## config.mk

```make
export PLATFORM = sky130hd
export DESIGN_NAME = seq_multiplier
export DESIGN_NICKNAME = d
export VERILOG_FILES = /design/src/rtl/mul_pkg.sv /design/src/rtl/mul_step.sv /design/src/rtl/seq_multiplier.sv
export SDC_FILE = /design/constraint.sdc
export NUM_CORES = 1
export LEC_CHECK = 0
export BUFFER_PORTS_ARGS = -buffer_cell sky130_fd_sc_hd__buf_2
export CORE_MARGIN = 1
export CORE_UTILIZATION = 50
export CTS_CLUSTER_DIAMETER = 30
export DETAILED_ROUTE_END_ITERATION = 8
export GPL_TIMING_DRIVEN = 0
export PLACE_DENSITY_LB_ADDON = 0.05
export SLEW_MARGIN = 10
export SYNTH_ARGS = -nofsm -noshare
export SYNTH_HDL_FRONTEND = slang
export SYNTH_SLANG_ARGS = --single-unit
```

## constraint.sdc

```tcl
create_clock -name clk -period 2.9 [get_ports clk]
set_clock_uncertainty 0.05 [all_clocks]
set_input_delay 0.145 -clock clk [delete_from_list [all_inputs] [get_ports clk]]
set_output_delay 0.145 -clock clk [all_outputs]
set_load 0.01 [all_outputs]
```

## src/rtl/mul_pkg.sv

```systemverilog
// ============================================================================
// mul_pkg : shared types and defaults for the sequential multiplier
// Rev 1.0 : initial release
// ============================================================================
`default_nettype none

package mul_pkg;

    typedef enum logic [1:0] {
        IDLE = 2'd0,
        RUN  = 2'd1,
        DONE = 2'd2
    } mul_state_t;

    localparam int MUL_N_DEFAULT = 16;

endpackage

`default_nettype wire

```

## src/rtl/mul_step.sv

```systemverilog
// ============================================================================
// mul_step : one combinational radix-2 shift-add iteration
// Rev 1.0 : initial release
// ============================================================================
`default_nettype none

module mul_step
    import mul_pkg::*;
#(
    parameter int N = MUL_N_DEFAULT
) (
    input  logic [2*N-1:0] acc,
    input  logic [N-1:0]   mcand,
    output logic [2*N-1:0] next_acc
);

    logic [N:0] w_sum;

    // The carry out of the upper-half add becomes the new MSB after the shift.
    always_comb begin
        if (acc[0]) begin
            w_sum = {1'b0, acc[2*N-1:N]} + {1'b0, mcand};
        end else begin
            w_sum = {1'b0, acc[2*N-1:N]};
        end
        next_acc = {w_sum, acc[N-1:1]};
    end

endmodule

`default_nettype wire

```

## src/rtl/seq_multiplier.sv

```systemverilog
// ============================================================================
// seq_multiplier : iterative unsigned N x N -> 2N shift-add multiplier
// Rev 1.0 : initial release
// ============================================================================
`default_nettype none

module seq_multiplier
    import mul_pkg::*;
#(
    parameter int N  = MUL_N_DEFAULT,
    parameter int CW = $clog2(N)
) (
    input  logic         clk,
    input  logic         rst_n,
    input  logic         start,
    input  logic [N-1:0] rs1_reg,
    input  logic [N-1:0] rs2_reg,
    output logic         busy,
    output logic         done,
    output logic [N-1:0] rd1_product_lo,
    output logic [N-1:0] rd2_product_hi
);

    mul_state_t     state_q, state_d;
    logic [CW-1:0]  count_q, count_d;
    logic [2*N-1:0] acc_q, acc_d;
    logic [N-1:0]   mcand_q, mcand_d;
    logic [N-1:0]   lo_q, lo_d;
    logic [N-1:0]   hi_q, hi_d;
    logic [2*N-1:0] w_next_acc;

    mul_step #(
        .N (N)
    ) u_step (
        .acc      (acc_q),
        .mcand    (mcand_q),
        .next_acc (w_next_acc)
    );

    always_ff @(posedge clk or negedge rst_n) begin
        if (!rst_n) begin
            state_q <= IDLE;
            count_q <= '0;
            acc_q   <= '0;
            mcand_q <= '0;
            lo_q    <= '0;
            hi_q    <= '0;
        end else begin
            state_q <= state_d;
            count_q <= count_d;
            acc_q   <= acc_d;
            mcand_q <= mcand_d;
            lo_q    <= lo_d;
            hi_q    <= hi_d;
        end
    end

    // DONE accepts a new request exactly like IDLE so back-to-back ops lose no cycle.
    always_comb begin
        state_d = state_q;
        count_d = count_q;
        acc_d   = acc_q;
        mcand_d = mcand_q;
        lo_d    = lo_q;
        hi_d    = hi_q;
        unique case (state_q)
            IDLE, DONE: begin
                if (start) begin
                    mcand_d = rs1_reg;
                    acc_d   = {{N{1'b0}}, rs2_reg};
                    count_d = '0;
                    state_d = RUN;
                end else begin
                    state_d = IDLE;
                end
            end
            RUN: begin
                acc_d   = w_next_acc;
                count_d = count_q + CW'(1);
                if (count_q == CW'(N - 1)) begin
                    lo_d    = w_next_acc[N-1:0];
                    hi_d    = w_next_acc[2*N-1:N];
                    state_d = DONE;
                end
            end
            default: state_d = IDLE;
        endcase
    end

    assign busy           = (state_q == RUN);
    assign done           = (state_q == DONE);
    assign rd1_product_lo = lo_q;
    assign rd2_product_hi = hi_q;

endmodule

`default_nettype wire

```

Yosys cells after proc, flatten, opt, wreduce, memory -nomap -nowiden
Index checks and enable logic that the tools add are counted.
{"block": "classes", "n_eq_ne": 5, "mul": 0, "bitwise": 0, "add_sub_neg": 2, "shift": 0, "n_mux": 8, "n_lt_le_gt_ge": 0, "div": 0, "reduce_logical": 6}
{"operator": "$pmux 32 s2", "count": 1}
{"operator": "$mux 32", "count": 1}
{"operator": "$add 16x16->17", "count": 1}
{"operator": "$mux 17", "count": 1}
{"operator": "$pmux 4 s2", "count": 1}
{"operator": "$reduce_and 2->1", "count": 3}
{"operator": "$add 4x1->4 const B", "count": 1}
{"operator": "$eq 4x4->1 const B", "count": 1}
{"operator": "$mux 4", "count": 1}
{"operator": "$pmux 2 s2", "count": 1}
{"operator": "$eq 2x1->1 const B", "count": 1}
{"operator": "$eq 2x2->1 const B", "count": 1}
{"operator": "$logic_not 2->1", "count": 1}
{"operator": "$mux 2", "count": 1}
{"operator": "$ne 2x1->1 const B", "count": 1}
{"operator": "$ne 2x2->1 const B", "count": 1}
{"operator": "$reduce_bool 2->1", "count": 1}
{"operator": "$reduce_or 2->1", "count": 1}
{"operator": "$mux 1", "count": 1}
{"block": "word_totals", "mem_bits_rw": 0, "out_inout_bits": 34, "romBits": 0, "elab_cells": 27, "latch_bits": 0, "memories": 0, "inputBits": 35, "regBits": 86}

Depth between registers and ports, before layout
{"block": "logic_depth", "word_depth": 4, "ltp_mapped": 9, "depth_no_buf": 8}

By module
From an unflattened synthesis, not the netlist that was laid out.
{"block": "unflattened", "cells_unflattened": 365, "hier_area_um2": 4475.5}
{"module": "seq_multiplier", "seq_area_each_um2": 2152.1, "area_per_inst_um2": 3325.7, "cells_each": 213, "n_inst": 1}
{"module": "mul_step", "seq_area_each_um2": 0.0, "area_per_inst_um2": 1149.9, "cells_each": 152, "n_inst": 1}

Least setup slack after synthesis
No wires, ideal clock.
{"block": "synth_path", "path_type": "register to register", "from": "register acc_q[16]", "to": "register acc_q[27]", "period_less_slack_ps": 2597, "arrival_ps": 2421, "path_stages_with_launch": 9, "setup_slack_ps": 303, "cell_sequence": "dfrtp_1 ha_1 fa_1 a21o_1 a221oi_2 nor2_1 a221o_1 xor2_1 a221o_1"}
{"block": "synth_via", "elab_chain_cells": 3}
{"element": "from (decl)", "line": "seq_multiplier.sv:26", "text": "logic [2*N-1:0] acc_q, acc_d;"}
{"element": "from (signal assigned)", "line": "seq_multiplier.sv:44", "text": "acc_q <= '0;"}
{"element": "from (signal assigned)", "line": "seq_multiplier.sv:51", "text": "acc_q <= acc_d;"}
{"element": "$add 16x16->17", "line": "mul_step.sv:22", "text": "w_sum = {1'b0, acc[2*N-1:N]} + {1'b0, mcand};"}
{"element": "$mux 17", "line": "mul_step.sv:21", "text": "if (acc[0]) begin"}
{"element": "$pmux 32 s2", "line": "seq_multiplier.sv:66", "text": "unique case (state_q)"}
Every way passes these cells.
A chain may end at the register's enable or synchronous reset.

Worst setup path after layout
Same ends and word-level chain as after synthesis.

==> impl_results.md <==
- Final min period: 2.82 ns
- Slew HR: 50.9%
- Switch share: 43.4%
- Avg Cell Area, Syn: 9.14 um^2
- Clock power share: 14.7%
- RSZ-0062 raised after global routing: false
- DR vias: 3707
- Dpl cells: 629
- Clock transition at the registers of the reported paths: 0.09 ns
- Yosys reg bits: 86
- FF/Latch Area: 2150 um^2
- Average wire per standard cell: 15.9 um
- Crit-path max FO: 4
- First-pass GRT wire length: 18100 um
- Crit path launch type: flop
- Detailed Place HPWL: 7490 um
- Drc violations: 0
- Vias in the first global route: 3720
- Share of cells above drive strength 1: 15.6%
- Port-buffer cells: 68
- Initial antenna violation count: 0
- P per Cell Area: 1200 nW/um^2
- Total Power: 0.00628 W
- Sequential fraction of the synthesis area: 51.4%
- Die footprint: 8740 um^2
- Final period util: 97.3%
- Die Wd: 93.5 um
- Worst Setup Path Type: flop to flop
- Status: completed
- Skew-Pair Late Insertion Delay: 0.36 ns
- Net count after synthesis: 511
- GRT Total Usage: 26.9%
- DIE HEIGHT: 93.5 um
- Initial DRC count: 169
- Crit end category: flop
- Hold WC Path Type: primary input to asynchronous set/reset pin
- N_diodes: 0
- Initial DRT Pass Iterations: 5
- CTS tree: yes
- Commonest non-fill, non-tap cell in the layout: nand2_1
- Syn-to-layout area delta: 25.5%
- Synthesis Warnings: 0
- Clk buf depth: 2
- Hold_ws: 0.182 ns
- Mapped Cells: 458
- Routed WL: 10800 um
- Max cap viols: 0
- Gr ovfl total: 0
- Synth Area in Simple Gates: 19.4%
- CTS Buf Count: 9
- Worst Path Arrival: 3.01 ns
- Most used cells in the layout excluding fill and tap cells: 153 x nand2_1, 86 x dfrtp_1, 67 x buf_2
- Static leakage: 2.60 nW
- Max Clk Rate: 355 MHz
- Final ANT Viol Nets: 0
- Core area: 7930 um^2
- Layout net count: 626
- Htree depth: 3
- Num rows: 32
- RD Place Congestion: 0.835
- Slew @ Worst Pin: 0.734 ns
- Internal power: 0.00356 W
- Flop pwr share: 34.9%
- Synth unique cells: 44
- FILL cells: 658
- Compound-Gate Fraction of Synth Area: 16.3%
- Final hold vios: 0
- Number of enable flip-flop cells after synthesis: 0
- Number of clock sinks: 86
- Max-slew violation count: 0
- Post-synthesis mux area share: 1.70%
- Largest net degree at the start of global routing: 62
- Multi-input logic area: 1920 um^2
- VDD IR-drop max: 503 uV
- Final setup fails: 0
- Combinational power share: 50.4%
- Largest family of logic cells by synthesized area: simple AND/OR/NAND/NOR gates
- Synth Area in XOR/XNOR: 2.72%
- Layout Cells excl Fill: 679
- Sw Pwr: 0.00273 W
- Via density: 5.46
- Top Ports: 69
- Ys flop type: dfrtp_1
- Initial Utilization: 52.8%
- Post-Synth Adder-Cell Area: 5.56%
- Clock root cell: clkbuf_8
- Data required time at the worst endpoint: 3.09 ns
- Post-Syn Area: 4180 um^2
- Asr flop ratio synth: 100%
[cells by family after synthesis]
family / count (synthesis)
xor+xnor: 13
flops: 86
compound gates: 103
fa+ha+maj: 18
mux: 7
buf+inv: 32
simple gates: 199
[flip-flops by register name (all words and copies together) (netlist names)]
signal / count
acc_q: 32
count_q: 4
state_q: 2
rd1_product_lo: 16
mcand_q: 16
rd2_product_hi: 16
[final cells by class]
cell class,count,area share (%)
Buffer,26,1.86
Clock buffer,10,2.43
Clock inverter,5,1.60
Inverter,6,0.429
Multi-Input combinational cell,340,36.6
Sequential cell,86,41.0
Tap cell,102,2.43
Timing Repair Buffer,104,13.6
[stage by stage]
| stage | instance area [um^2] | utilization, % | setup WS (ns) | TNS [ns] |
|---|---|---|---|---|
| 4_1_cts | 5240 | 66.0 | 0.0754 | 0 |
| 2_1_floorplan | 4180 | - | 0.303 | 0 |
| 6_report | 5250 | 66.2 | 0.0796 | 0 |
| 3_3_place_gp | 4650 | 58.7 | -0.0157 | -0.0157 |
| 5_1_grt | 5250 | 66.2 | 0.0119 | 0 |
| 3_5_place_dp | 4680 | 59.1 | 0.0170 | 0 |
[metal layers]
metal | GRT usage [%] | share of wire [%]
met1 | 36.2 | 47
met2 | 44.2 | 47
met3 | 5.37 | 4.5
met4 | 7.56 | 1.2
met5 | 0 | 0
[power groups by stage]
stage	Clock, W	Sequential [W]	Combinational [W]
6_report	0.000924	0.00220	0.00316
5_1_grt	0.000988	0.00227	0.00354
4_1_cts	0.000942	0.00219	0.00311
3_5_place_dp	0	0.00220	0.00304
3_3_place_gp	0	0.00219	0.00297
2_1_floorplan	0	0.00221	0.00208
[path summary, 6_finish.rpt]
| path | cells past startpoint | slack [ns] | startpoint | to |
|---|---|---|---|---|
| worst max register to register | 8 | 0.08 | acc_q[16]$_DFFE_PN0P_ | acc_q[27]$_DFFE_PN0P_ |
| min in group clk | 4 | 0.22 | start | acc_q[31]$_DFFE_PN0P_ |
| worst min register to register | 2 | 0.42 | rd1_product_lo[1]$_DFFE_PN0P_ | rd1_product_lo[1]$_DFFE_PN0P_ |
| worst max-delay path | 8 | 0.08 | acc_q[16]$_DFFE_PN0P_ | acc_q[27]$_DFFE_PN0P_ |
| max in group asynchronous | 3 | 1.99 | rst_n | rd2_product_hi[15]$_DFFE_PN0P_ |
| worst min-delay path | 2 | 0.18 | rst_n | mcand_q[5]$_DFFE_PN0P_ |
[worst max-delay path: stages, from the launching register on]
cell	delay, ns
dfrtp_1	0.41
ha_1	0.23
fa_1	0.43
a21o_1	0.24
a221oi_4	0.35
nor2_1	0.12
a221o_1	0.37
xor2_1	0.18
a221o_1	0.32
[cell usage after synthesis, types with 3 or more instances]
| cell | n | area [um^2] |
|---|---|---|
| nand2_1 | 153 | 574 |
| dfrtp_1 | 86 | 2150 |
| o21ai_0 | 23 | 115 |
| clkbuf_1 | 22 | 82.6 |
| a21oi_1 | 21 | 105 |
| ha_1 | 17 | 213 |
| a22oi_1 | 15 | 113 |
| nor2_1 | 14 | 52.6 |
| xnor2_1 | 10 | 87.6 |
| and3_1 | 9 | 56.3 |
| nand3_1 | 7 | 35.0 |
| o21ai_1 | 7 | 35.0 |
| mux2i_1 | 6 | 60.1 |
| nor3_1 | 6 | 30.0 |
| a221o_1 | 4 | 40.0 |
| a31oi_1 | 4 | 25.0 |
| buf_1 | 4 | 15.0 |
| inv_1 | 4 | 15.0 |
| nand4_1 | 4 | 25.0 |
| a21o_1 | 3 | 22.5 |
| a311oi_1 | 3 | 26.3 |
| nand2b_1 | 3 | 18.8 |
| o21bai_1 | 3 | 22.5 |
| o221ai_1 | 3 | 26.3 |
| xor2_1 | 3 | 26.3 |
[what timing repair did]
action	in CTS	in global routing
setup endpoints to repair	1	1
buffers inserted	0	2
gates resized for setup	1	0
pin swaps	0	1
hold buffers	33	0
endpoints found under the hold margin	57	0
No activity file was read; power rests on OpenSTA's default activity.
